### src/rtl/mem_acc_pkg.sv
// Shared constants and FSM state type for the data-memory access controller.
package mem_acc_pkg;
   localparam int unsigned ADDR_W    = 13;
   localparam int unsigned DATA_W    = 18;
   localparam int unsigned MEM_DEPTH = 13;
   localparam int unsigned MAX_LEN   = 8;
   localparam int unsigned LEN_W     = 3;

   typedef enum logic [1:0] {
      IDLE,
      RD_ISSUE,
      RD_DRAIN,
      WR
   } state_e;
endpackage

### src/rtl/mem_acc_rsp_pipe.sv
// Read-response pipeline: two-stage {valid,last,err} shift matched to the
// memory's registered read latency, plus the rsp_data capture register.
module mem_acc_rsp_pipe
   import mem_acc_pkg::*;
(
   input  logic              clk,
   input  logic              rst,
   input  logic              issue_valid,
   input  logic              issue_last,
   input  logic              issue_err,
   input  logic [DATA_W-1:0] mem_rdata,
   output logic              rsp_valid,
   output logic              rsp_last,
   output logic              rsp_err,
   output logic [DATA_W-1:0] rsp_data
);

   logic valid_s1;
   logic last_s1;
   logic err_s1;

   always_ff @(posedge clk or posedge rst) begin
      if (rst) begin
         valid_s1  <= 1'b0;
         last_s1   <= 1'b0;
         err_s1    <= 1'b0;
         rsp_valid <= 1'b0;
         rsp_last  <= 1'b0;
         rsp_err   <= 1'b0;
         rsp_data  <= '0;
      end else begin
         valid_s1  <= issue_valid;
         last_s1   <= issue_valid & issue_last;
         err_s1    <= issue_valid & issue_err;
         rsp_valid <= valid_s1;
         rsp_last  <= last_s1;
         rsp_err   <= err_s1;
         // mem_rdata is only meaningful one cycle after an issued beat
         if (valid_s1) begin
            rsp_data <= err_s1 ? '0 : mem_rdata;
         end
      end
   end

endmodule

### src/rtl/mem_access_ctrl.sv
// Data-memory initiator: single-word writes and 1-8 word incrementing reads.
// Optional address bounds check enabled by defining MEM_ACC_BOUNDS_EN.
module mem_access_ctrl
   import mem_acc_pkg::*;
(
   input  logic              clk,
   input  logic              rst,
   input  logic              req_valid,
   output logic              req_ready,
   input  logic              req_we,
   input  logic [ADDR_W-1:0] req_addr,
   input  logic [LEN_W-1:0]  req_len,
   input  logic [DATA_W-1:0] req_wdata,
   output logic              rsp_valid,
   output logic [DATA_W-1:0] rsp_data,
   output logic              rsp_last,
   output logic              rsp_err,
   output logic              wr_done,
   output logic              mem_re,
   output logic              mem_we,
   output logic [ADDR_W-1:0] mem_adrs,
   output logic [DATA_W-1:0] mem_wdata,
   input  logic [DATA_W-1:0] mem_rdata
);

   state_e            state;
   state_e            state_nxt;
   logic [ADDR_W-1:0] addr_q;
   logic [LEN_W-1:0]  len_q;
   logic [LEN_W-1:0]  cnt;
   logic [DATA_W-1:0] wdata_q;
   logic              in_range;
   logic              issue_valid;
   logic              issue_last;
   logic              pipe_err;

`ifdef MEM_ACC_BOUNDS_EN
   logic wr_err;
   assign in_range = 32'(addr_q) < MEM_DEPTH;
   assign rsp_err  = pipe_err | wr_err;
`else
   assign in_range = 1'b1;
   assign rsp_err  = pipe_err;
`endif

   assign issue_last = (cnt == len_q);
   assign mem_adrs   = addr_q;
   assign mem_wdata  = wdata_q;

   always_ff @(posedge clk or posedge rst) begin
      if (rst) begin
         state <= IDLE;
      end else begin
         state <= state_nxt;
      end
   end

   always_comb begin
      state_nxt = state;
      unique case (state)
         IDLE:     if (req_valid) state_nxt = req_we ? WR : RD_ISSUE;
         RD_ISSUE: if (issue_last) state_nxt = RD_DRAIN;
         // leave once the final beat is on the response outputs
         RD_DRAIN: if (rsp_last) state_nxt = IDLE;
         WR:       state_nxt = IDLE;
         default:  state_nxt = IDLE;
      endcase
   end

   always_comb begin
      req_ready   = (state == IDLE) && !rst;
      issue_valid = (state == RD_ISSUE);
      mem_re      = (state == RD_ISSUE) && in_range;
      mem_we      = (state == WR) && in_range;
   end

   always_ff @(posedge clk or posedge rst) begin
      if (rst) begin
         addr_q  <= '0;
         len_q   <= '0;
         cnt     <= '0;
         wdata_q <= '0;
         wr_done <= 1'b0;
`ifdef MEM_ACC_BOUNDS_EN
         wr_err  <= 1'b0;
`endif
      end else begin
         wr_done <= (state == WR);
`ifdef MEM_ACC_BOUNDS_EN
         wr_err  <= (state == WR) && !in_range;
`endif
         if (state == IDLE && req_valid) begin
            addr_q <= req_addr;
            len_q  <= req_we ? '0 : req_len;
            cnt    <= '0;
            if (req_we) begin
               wdata_q <= req_wdata;
            end
         end else if (state == RD_ISSUE) begin
            addr_q <= addr_q + ADDR_W'(1);
            cnt    <= cnt + LEN_W'(1);
         end
      end
   end

   mem_acc_rsp_pipe u_rsp_pipe (
      .clk         (clk),
      .rst         (rst),
      .issue_valid (issue_valid),
      .issue_last  (issue_last),
      .issue_err   (!in_range),
      .mem_rdata   (mem_rdata),
      .rsp_valid   (rsp_valid),
      .rsp_last    (rsp_last),
      .rsp_err     (pipe_err),
      .rsp_data    (rsp_data)
   );

endmodule

### config.mk
export PLATFORM = sky130hd
export DESIGN_NAME = mem_access_ctrl
export DESIGN_NICKNAME = d
export VERILOG_FILES = /design/src/rtl/mem_acc_pkg.sv /design/src/rtl/mem_acc_rsp_pipe.sv /design/src/rtl/mem_access_ctrl.sv
export SDC_FILE = /design/constraint.sdc
export NUM_CORES = 1
export LEC_CHECK = 0
export ABC_AREA = 1
export CORE_MARGIN = 8
export CORE_UTILIZATION = 40
export DETAILED_ROUTE_END_ITERATION = 12
export HOLD_SLACK_MARGIN = 0.06
export PLACE_DENSITY = 0.74
export SYNTH_ARGS = -nofsm -noshare
export SYNTH_HDL_FRONTEND = slang
export SYNTH_SLANG_ARGS = --single-unit
### constraint.sdc
create_clock -name clk -period 3.2 [get_ports clk]
set_input_delay 0.64 -clock clk [delete_from_list [all_inputs] [get_ports clk]]
set_output_delay 0.64 -clock clk [all_outputs]
set_load 0.05 [all_outputs]
==> metrics.csv <==
stage;metric;value;unit
drt;final WL;7250;um
job;# Max-Cap Violations;0;
drt;Initial DRC Count;93;
synthesis;gate count of the mapped netlist;308;
power;cell leakage power;0.00197;uW
clocking;CTS Buf Count;9;
floorplan;Core Rows;31;
clocking;number of setup buffers added after CTS;0;
clocking;hold buffers post-CTS;0;
floorplan;Horiz. Die Dim;101;um
setup_path;Critical Path Sink Type;primary output;
synthesis;Synthesized Nets;366;
clocking;count of instances resized after the clock tree is built;0;
floorplan;effective utilization at floorplan;40.3;%
placement;Post-DP HPWL;5390;um
placement;Final GP Congestion;0.787;
global_route;maximum number of pins on one net before global-route repair;37;
synthesis;asr flop ratio synth;100;%
synthesis;post-synthesis area per instance;9.29;um2
synthesis;Warnings, synthesis;0;
placement;buffers added on ports;110;
sta;count of final setup violators;0;
finish;share of layout cells above drive strength 1;13.6;%
finish;Net count, final;478;
synthesis;count of cell types in the netlist;30;
clocking;Clock Tree Buf Depth;2;
sta;TNS Setup;0;ps
outcome;result of the run;finished, final reports clean;
drt;Pre-Repair DR Iteration Count;5;
floorplan;die area;10100;um2
clocking;clock input transition at the sequential cells of the worst setup and hold paths;70;ps
synthesis;most frequently used cell type in the post-synthesis netlist;sky130_fd_sc_hd__nand2_1;
clocking;CTS tree;done;
global_route;aggregate global routing overflow;0;
sta;Highest Clock Rate;360;MHz
clocking;CTS Root Cell;sky130_fd_sc_hd__clkbuf_8;
sta;Worst Tran Pin Value;761;ps
sta;Slew Limit Headroom;49.1;%
clocking;count of H-tree levels built during CTS;3;
placement;Post-Place Cell Area;4020;um2
global_route;GR Util All Layers;15.4;%
synthesis;Post-synth top cells;sky130_fd_sc_hd__nand2_1 (93), sky130_fd_sc_hd__dfrtp_1 (62), sky130_fd_sc_hd__nand3_1 (32);
drt;DRC Markers;0;
synthesis;top post-synthesis cells by area;sky130_fd_sc_hd__dfrtp_1 (54%), sky130_fd_sc_hd__nand2_1 (12%), sky130_fd_sc_hd__mux2_2 (7.1%), sky130_fd_sc_hd__nand3_1 (5.6%), sky130_fd_sc_hd__inv_1 (2.9%);
synthesis;Synth area leader;sky130_fd_sc_hd__dfrtp_1;
floorplan;count of boundary I/O pins;112;
setup_path;CP max stage cell;sky130_fd_sc_hd__clkdlybuf4s50_1;
synthesis;Synth top area share;54.2;%
sta;unrepaired setup endpoints after global routing;false;
finish;signed area change from the synthesized netlist to the final layout;49.1;%
sta;minimum clock period;2780;ps
drt;total via count in the routed design;2464;
setup_path;critical path cell sequence;inv_2, nand2_2, inv_1, clkdlybuf4s50_1;
setup_path;required time worst endpoint;2560;ps
finish;design area;4270;um2
setup_path;kind of cell with the highest combined delay on the critical path;buffers and inverters;
sta;share of the clock period used by the worst path after layout;86.9;%
clocking;clock sink total;62;
synthesis;Syn Std Cell Area;2860;um2
setup_path;kind of critical path;register to primary output;
setup_path;arrival time at the worst endpoint;2140;ps
drt;DR WL/cell;13.8;um
sta;hold violation total from the final report;0;
drt;via/cell ratio;4.70;
drt;Antenna Violating Nets Remaining;0;
synthesis;ys flop type;sky130_fd_sc_hd__dfrtp_1;
floorplan;height of the chip;101;um
sta;clk_skew;8.99;ps
finish;number of filler cells placed in the layout;638;
setup_path;sum of buffers and inverters on the critical path;3;
global_route;global-route wire length before repair;12200;um
global_route;number of global-route vias before repair;2518;
finish;number of diodes added for antenna fixing;0;
hold_path;worst min path class;register to register;
sta;Pins Over Slew Limit;0;
setup_path;stage delay of the slowest cell on the critical path;870;ps
synthesis;flip-flop and latch count after synthesis;62;
synthesis;count of flip-flops with a built-in enable after synthesis;0;
synthesis;fraction of the yosys area taken by sequential cells;54.2;%
power;P per Cell Area;1260;nW/um2
clocking;insertion delay to the later sink of the worst-skew pair;340;ps
power;VDD IR max;573;uV
global_route;antenna violations before repair;0;
setup_path;peak fanout along the critical path;10;
setup_path;CP startpoint kind;register;
floorplan;core region area;7100;um2
==> area by class of cell <==
| type | count | area (um2) | area share (%) |
|---|---|---|---|
| Timing Repair Buffer | 113 | 1120 | 26.3 |
| Clock inverter | 7 | 123 | 2.87 |
| Multi-Input combinational cell | 204 | 1110 | 26.0 |
| Inverter | 30 | 113 | 2.64 |
| Tap cell | 99 | 124 | 2.90 |
| Clock buffer | 9 | 124 | 2.90 |
| Sequential cell | 62 | 1550 | 36.4 |
==> registers in the layout, indices dropped and copies added (netlist names) <==
register / flops
mem_wdata: 18
len_q: 3
u_rsp_pipe.valid_s1: 1
u_rsp_pipe.rsp_data: 18
state: 2
mem_adrs: 13
cnt: 3
u_rsp_pipe.rsp_last: 1
wr_done: 1
u_rsp_pipe.rsp_valid: 1
u_rsp_pipe.last_s1: 1
==> cells in the final DEF (no fill, tap or decap) <==
cell type                         instances
sky130_fd_sc_hd__buf_4                    3
sky130_fd_sc_hd__o21ai_0                  7
sky130_fd_sc_hd__o211ai_2                 1
sky130_fd_sc_hd__mux2_2                  18
sky130_fd_sc_hd__clkinv_4                 2
sky130_fd_sc_hd__nor2_2                   2
sky130_fd_sc_hd__nor4_1                   1
sky130_fd_sc_hd__a21oi_1                  3
sky130_fd_sc_hd__nand3_1                 32
sky130_fd_sc_hd__nor2_4                   1
sky130_fd_sc_hd__o21ai_2                  4
sky130_fd_sc_hd__nand2_1                 93
sky130_fd_sc_hd__nor3_1                   1
sky130_fd_sc_hd__inv_1                   21
sky130_fd_sc_hd__nor2_1                  14
sky130_fd_sc_hd__dfrtp_1                 62
sky130_fd_sc_hd__o211ai_1                 4
sky130_fd_sc_hd__clkinvlp_4               2
sky130_fd_sc_hd__a22o_1                   1
sky130_fd_sc_hd__nand2_2                  1
sky130_fd_sc_hd__nand2_4                  2
sky130_fd_sc_hd__nand3_4                  1
sky130_fd_sc_hd__nand4_1                  4
sky130_fd_sc_hd__ha_1                     2
sky130_fd_sc_hd__o21ai_1                  6
sky130_fd_sc_hd__clkbuf_8                 9
sky130_fd_sc_hd__conb_1                   1
sky130_fd_sc_hd__xor2_1                   1
sky130_fd_sc_hd__inv_2                    9
sky130_fd_sc_hd__bufinv_16                3
sky130_fd_sc_hd__clkdlybuf4s50_1        110
sky130_fd_sc_hd__xnor2_1                  4
==> report_power, final <==
part           switching, uW  internal [uW]  total (uW)
registers                310           1180        1490
clock network            322            519         842
logic                   1980           1050        3030
==> metal layers <==
metal	vias to the layer above	GRT usage (%)	share of wire, %
li1	1217	-	-
met1	1165	17.2	42
met2	75	25.3	48
met3	7	6.35	7.6
met4	0	6.16	1.4
met5	-	0	0
==> path summary, 6_finish.rpt <==
check                                   startpoint              endpoint  slack [ps]  cells past startpoint
max in group asynchronous                      rst  u_rsp_pipe.rsp_valid        1680                      3
worst max-delay path                      state[1]                mem_re         420                      4
worst min register to register  u_rsp_pipe.last_s1   u_rsp_pipe.rsp_last         360                      0
worst max register to register            state[0]          mem_wdata[4]        1470                      6
min in group asynchronous                      rst           mem_adrs[6]         800                      2
worst min-delay path            u_rsp_pipe.last_s1   u_rsp_pipe.rsp_last         360                      0
==> stage by stage <==
| step | cells | hold slack [ps] | worst slack [ps] | utilization (%) | total power, uW |
|---|---|---|---|---|---|
| 4_1_cts | 524 | 362 | 390 | 60.1 | 5420 |
| 6_report | 524 | 355 | 419 | 60.1 | 5360 |
| 5_1_grt | 524 | 367 | 305 | 60.1 | 5690 |
| 2_1_floorplan | 308 | 331 | 875 | - | 3580 |
| 3_5_place_dp | 508 | 336 | 512 | 56.7 | 4560 |
| 3_3_place_gp | 508 | 334 | 516 | 56.7 | 4510 |
==> cells by family after synthesis <==
kind of cell / count (synthesis) / share of synthesized area, %
AOI/OAI and AO/OA: 26 / 5.82
xor gates and xnor gates: 5 / 1.53
adders and majority gates: 2 / 0.874
buffers and inverters: 42 / 7.00
DFF: 62 / 54.2
muxes: 18 / 7.08
other: 1 / 0.131
and+or+nand+nor: 152 / 23.3
No activity file was read; power rests on OpenSTA's default activity.
